==> src/rtl/operand_collector_pkg.sv <==
// Shared definitions for the operand collector: default operand width,
// group size and the collector state encoding.
package operand_collector_pkg;

  localparam int unsigned DEFAULT_WIDTH = 8;
  localparam int unsigned NOPS          = 4;

  typedef enum logic {
    COLLECT = 1'b0,
    HOLD    = 1'b1
  } oc_state_e;

endpackage

==> src/rtl/operand_collector.sv <==
// Gathers a serial operand stream into groups of up to four parallel operands
// for a downstream 4-input adder, with valid/ready handshakes on both sides.
module operand_collector
  import operand_collector_pkg::*;
#(
  parameter int unsigned WIDTH = DEFAULT_WIDTH
) (
  input  logic             clk,
  input  logic             rst_n,
  input  logic             flush,
  input  logic [WIDTH-1:0] in_data,
  input  logic             in_valid,
  input  logic             in_last,
  output logic             in_ready,
  output logic [WIDTH-1:0] out_a,
  output logic [WIDTH-1:0] out_b,
  output logic [WIDTH-1:0] out_c,
  output logic [WIDTH-1:0] out_d,
  output logic [2:0]       out_count,
  output logic             out_valid,
  input  logic             out_ready
);

  oc_state_e        state_q, state_d;
  logic [1:0]       idx_q, idx_d;
  logic [2:0]       count_q, count_d;
  logic [WIDTH-1:0] slot_q [NOPS];
  logic [WIDTH-1:0] slot_d [NOPS];
  logic             in_hs;

  assign in_ready = (state_q == COLLECT) ? 1'b1 : out_ready;
  assign in_hs    = in_valid && in_ready;

  always_comb begin
    state_d = state_q;
    idx_d   = idx_q;
    count_d = count_q;
    slot_d  = slot_q;

    if (flush) begin
      for (int unsigned i = 0; i < NOPS; i++) slot_d[i] = '0;
      idx_d   = '0;
      count_d = '0;
      state_d = COLLECT;
    end else begin
      unique case (state_q)
        COLLECT: begin
          if (in_hs) begin
            slot_d[idx_q] = in_data;
            if (idx_q == 2'd3 || in_last) begin
              // idx stays put on the final operand so it never wraps in a group
              state_d = HOLD;
              count_d = {1'b0, idx_q} + 3'd1;
            end else begin
              idx_d = idx_q + 2'd1;
            end
          end
        end
        HOLD: begin
          if (out_ready) begin
            for (int unsigned i = 0; i < NOPS; i++) slot_d[i] = '0;
            idx_d   = '0;
            count_d = '0;
            state_d = COLLECT;
            // Same-cycle handoff: the accepted operand opens the next group
            if (in_hs) begin
              slot_d[0] = in_data;
              idx_d     = 2'd1;
              if (in_last) begin
                state_d = HOLD;
                count_d = 3'd1;
              end
            end
          end
        end
        default: state_d = COLLECT;
      endcase
    end
  end

  always_ff @(posedge clk or negedge rst_n) begin
    if (!rst_n) begin
      state_q <= COLLECT;
      idx_q   <= '0;
      count_q <= '0;
      for (int unsigned i = 0; i < NOPS; i++) slot_q[i] <= '0;
    end else begin
      state_q <= state_d;
      idx_q   <= idx_d;
      count_q <= count_d;
      slot_q  <= slot_d;
    end
  end

  assign out_a     = slot_q[0];
  assign out_b     = slot_q[1];
  assign out_c     = slot_q[2];
  assign out_d     = slot_q[3];
  assign out_count = count_q;
  assign out_valid = (state_q == HOLD);

endmodule

==> config.mk <==
export PLATFORM = sky130hd
export DESIGN_NAME = operand_collector
export DESIGN_NICKNAME = d
export VERILOG_FILES = /design/src/rtl/operand_collector_pkg.sv /design/src/rtl/operand_collector.sv
export SDC_FILE = /design/constraint.sdc
export NUM_CORES = 1
export LEC_CHECK = 0
export CORE_MARGIN = 2
export CORE_UTILIZATION = 45
export DETAILED_ROUTE_END_ITERATION = 6
export HOLD_SLACK_MARGIN = 0.05
export PLACE_DENSITY = 0.85
export SYNTH_ARGS = -nofsm -noshare
export SYNTH_HDL_FRONTEND = slang
export SYNTH_SLANG_ARGS = --single-unit
export TNS_END_PERCENT = 30
==> constraint.sdc <==
create_clock -name clk -period 1.75 [get_ports clk]
set_clock_uncertainty 0.1 [all_clocks]
set_input_delay 0.2625 -clock clk [delete_from_list [all_inputs] [get_ports clk]]
set_output_delay 0.2625 -clock clk [all_outputs]
set_load 0.01 [all_outputs]
; Word-level counts from Yosys, hierarchy flattened
; Cells that the tools add are included.
[totals]
wordCells = 53
register_bits = 38
out_inout_bits = 37
in_bits = 14
[op_classes]
reduce_logical = 6
order_cmp = 2
n_eq_ne = 5
bitwise_logic = 2
n_addsub = 2
muxes = 29
[op_table]
columns = op, n
row1 = 32-bit 2-to-1 mux, 3
row2 = 32-bit one-hot mux with 2 select lines, 1
row3 = 32-bit bitwise mux, 1
row4 = 8-bit demux with 2-bit select, 1
row5 = 8-bit 2-to-1 mux, 2
row6 = 3-bit 2-to-1 mux, 4
row7 = 1-bit 2-to-1 mux, 10
row8 = "3-bit inequality test, second input constant", 3
row9 = 2-bit 2-to-1 mux, 4
row10 = 3-bit one-hot mux with 2 select lines, 1
row11 = 3-bit AND reduction, 2
row12 = 2-bit one-hot mux with 2 select lines, 1
row13 = "2-bit by 1-bit adder with 3-bit output, second input constant", 1
row14 = "3-bit greater-or-equal comparator, second input constant", 1
row15 = "3-bit by 1-bit less-than comparator with 1-bit output, second input constant", 1
row16 = "3-bit by 2-bit inequality test with 1-bit output, second input constant", 1
row17 = 2-bit NOT with 3-bit output, 1
row18 = "2-bit by 1-bit adder with 2-bit output, second input constant", 1
row19 = "2-bit == test, second input constant", 1
row20 = 1-bit logical AND, 2
row21 = 1-bit one-hot mux with 2 select lines, 1
row22 = 2-bit AND reduction, 1
row23 = 1-bit logical OR, 1
row24 = 1-bit NOT, 1

; Depth between registers and ports, before layout
[depth]
depth_word = 9
depth_mapped = 6
depth_no_buf = 5

; Least setup slack after synthesis
; OpenSTA, ideal clock, no wires.
[synth_path]
path_kind = reg2reg
start = register idx_q[0]
end = register count_q[0] (netlist: out_count[0])
path_buffers = 0
period_less_slack_ns = 1.603
arrival_ns = 1.379
required_time_ns = 1.525
path_slack_ns = 0.147
path_stages_with_launch = 5
path_cell_list = dfrtp_1 -> ha_1 -> or2_0 -> a21o_2 -> mux2_2
[synth_via]
elab_chain_len = 5
[synth_lines]
columns = element, line_no
row1 = start: declaration, operand_collector.sv:25  ; logic [1:0] idx_q, idx_d;
row2 = start signal: assignment, operand_collector.sv:89  ; idx_q <= idx_d;
row3 = 2-bit by 1-bit adder with 3-bit output, operand_collector.sv:53  ; count_d = {1'b0, idx_q} + 3'd1;
row4 = 3-bit 2-to-1 mux, operand_collector.sv:50  ; if (idx_q == 2'd3 || in_last) begin
row5 = 3-bit 2-to-1 mux, operand_collector.sv:48  ; if (in_hs) begin
row6 = 3-bit one-hot mux with 2 select lines, operand_collector.sv:46  ; unique case (state_q)
row7 = 3-bit 2-to-1 mux, operand_collector.sv:40  ; if (flush) begin
row8 = end signal: assignment, operand_collector.sv:90  ; count_q <= count_d;
row9 = end: declaration, operand_collector.sv:26  ; logic [2:0] count_q, count_d;
; Several ways; a longest one is shown, not always the timed one. The select of a mux whose other input is x is not followed.
; A chain may end at the register's enable or synchronous reset.

; Final worst setup path
[layout_path]
start = register state_q (netlist: out_valid)
end = output out_valid
[layout_rtl]
columns = element, line_no
row1 = start: declaration, operand_collector.sv:24  ; oc_state_e state_q, state_d;
row2 = start signal: assignment, operand_collector.sv:88  ; state_q <= state_d;
row3 = end: declaration, operand_collector.sv:20  ; output logic out_valid,
; No word-level cell between the ends.

==> flow_metrics.py <==
metrics = {
    "synthesis": {
        "syn_avg_cell_area_um2": 12.7,
        "synthMuxAreaShare": 0.154,
        "synth_simple_gate_area_share": 0.128,
        "synthFlopType": "dfrtp_1",
        "netlist.area_leader.share": 0.516,
        "synth-edff-count": 0,
        "yosysWarnings": 0,
        "synthArstFlopShare": 1.00,
        "syn_inst": 145,
        "synth_fa_ha_area_frac": 0.0271,
        "synth-xor-area-share": 0.00475,
        "synth_cell_type_count": 31,
        "ys_top_cells_by_area": "dfrtp_1 (52%), mux2_4 (13%), nand2b_1 (4.1%), a22o_1 (3.8%), a32o_1 (3.8%)",
        "synth_area_um2": 1840,
        "synth_top_family_by_area": "multiplexers",
        "seq_area_frac_synth": 0.516,
        "ys_seq_elements": 38,
        "synth_compound_area_frac": 0.133,
        "syn_nets": 163,
        "yosysTopAreaCell": "dfrtp_1",
    },
    "sta": {
        "setup_viol": 0,
        "rsz0062_at_grt": "no",
        "worst_slew_pin_slew_ps": 477,
        "relSlewSlack": 0.682,
        "fmaxAchievable_ghz": 0.592,
        "hold_slack_ps": 298,
        "final.min_clock_period_ps": 1690,
        "final-hold-violation-count": 0,
        "period_share": 0.966,
        "maxSlewViolCount": 0,
    },
    "floorplanning": {
        "die_h_um": 68.0,
        "core_area_um2": 3970,
        "pin_count": 51,
        "die_width_um": 68.0,
        "dieArea_um2": 4630,
        "rows": 23,
        "start_util": 0.464,
    },
    "power": {
        "leakagePower_uw": 0.00117,
        "peakVddDrop_mv": 0.673,
        "power-per-cell-area_nw_per_um2": 813,
    },
    "placed_design": {
        "portBuffers": 50,
        "hpwl_um": 3140,
        "gp_congestion": 0.834,
        "place_area_um2": 2450,
        "dp_cells": 250,
    },
    "cells_and_area": {
        "final_cells": 260,
        "final_area_um2": 2570,
        "mostFrequentLayoutCells": "clkdlybuf4s50_1 (49), dfrtp_1 (38), nor2_1 (18)",
        "fillerInstances": 313,
        "post-route-util": 0.647,
        "syn_to_final_growth_pct": 39.3,
        "drive_above_1_share": 0.243,
        "fin_nets": 227,
        "antennaDiodeCount": 0,
        "final_common_cell": "clkdlybuf4s50_1",
        "multi_input_comb_area_um2": 826,
        "ff_latch_area_um2": 951,
    },
    "critical_path": {
        "critPathKind": "reg2out",
        "crit_fanout": 4,
        "arrival_ps": 1330,
        "worst_setup_path_end_kind": "primary output",
        "start_kind": "register",
        "crit_required_ps": 1390,
    },
    "clock_network": {
        "cts_max_level": 2,
        "clkTransAtPathRegs_ps": 70,
        "cts_buffers": 5,
        "clock_latency_ps": 280,
        "cts-root-buf": "clkbuf_8",
        "clock_tree.buffer_depth": 2,
        "clock_sinks": 38,
        "ctsHoldBuffers": 0,
        "cts_tree": "done",
    },
    "run_status": {
        "run_status": "finished, final reports clean",
    },
    "global_route": {
        "first_global_vias": 1375,
        "antenna_found_initial": 0,
        "grt_overflow_total": 0,
        "grt_pass1_wl_um": 6650,
        "grt_max_degree": 39,
        "grtUsageTotal": 0.196,
    },
    "worst_hold_path": {
        "min-delay-path-class": "in2async",
    },
    "flow_run": {
        "maxCapViolCount": 0,
    },
    "drt": {
        "first_pass_iters": 4,
        "wire_per_inst_um": 15.6,
        "totalWireLength_um": 4040,
        "drt_iter0_drc": 47,
        "drc_errors": 0,
        "via_per_inst": 5.26,
        "ant_nets": 0,
        "vias": 1367,
    },
}
-- Yosys cell counts (all sizes together) (2+ instances only) --
cell / n
inv: 5
nor2: 18
a21oi: 5
a21o: 4
dfrtp: 38
o21ai: 3
a22o: 8
or2: 3
nand2b: 12
or4: 2
ha: 4
buf: 7
a32o: 7
mux2: 19
-- per-stage QoR --
step | power [uW] | TNS, ps | worst slack (ps)
floorplan | 1190 | 0 | 147
global placement | 1380 | -2430 | -147
detailed placement | 1390 | -3180 | -222
CTS | 2110 | 0 | 8.94
global route | 2190 | 0 | 2.54
finish | 2090 | 0 | 59.7
-- path summary, 6_finish.rpt --
path,startpoint,cells past startpoint,slack [ps],endpoint
setup / recovery,out_valid$_DFF_PN0_,2,60,out_valid
hold / removal,rst_n,2,300,out_d[4]$_DFFE_PN0P_
setup reg to reg,idx_q[0]$_DFFE_PN0P_,4,70,out_count[1]$_DFFE_PN0P_
hold reg to reg,out_a[4]$_DFFE_PN0P_,1,400,out_a[4]$_DFFE_PN0P_
max in group asynchronous,rst_n,2,920,out_b[1]$_DFFE_PN0P_
min in group clk,out_a[4]$_DFFE_PN0P_,1,400,out_a[4]$_DFFE_PN0P_
-- where the power goes --
part	switching (uW)	internal [uW]
Sequential	32.6	927
Clock	287	426
Combinational	191	225
Total	511	1580
-- final cells by class --
| cell class | count | area share |
|---|---|---|
| clock buffers | 7 | 0.0297 |
| multi-input cells | 95 | 0.321 |
| inverters | 5 | 0.00731 |
| flip-flops and latches | 38 | 0.370 |
| clock inverters | 1 | 0.0117 |
| repair buffers | 64 | 0.235 |
| well taps | 50 | 0.0244 |
-- layer usage --
metal	track usage	part of all wire	up-vias
li1	-	-	651
met1	0.261	0.44	677
met2	0.320	0.50	35
met3	0.0510	0.044	4
met4	0.0475	0.0082	0
met5	0	0	-
-- cell families after synthesis --
family / after synthesis
AND/OR/NAND/NOR: 41
AO/OA/AOI/OAI: 29
multiplexers: 20
XOR/XNOR: 1
buffers and inverters: 12
adder cells (fa/ha/maj): 4
flip-flops: 38
-- critical path, stage by stage, from the launching register on --
cell	delay, ps
dfrtp_1	380
buf_4	130
clkdlybuf4s50_1	530
-- sequential cells by signal, indices dropped and copies added (netlist names) --
register   flops
out_valid      1
out_b          8
idx_q          2
out_c          8
out_d          8
out_a          8
out_count      3
-- what timing repair did --
action	4_1_cts	5_1_grt
buffers inserted	2	0
pin swaps	0	1
setup endpoints to repair	9	15
gates cloned	0	0
resized for setup	1	2
endpoints found under the hold margin	0	0
Power figures use the tool's default switching activity.
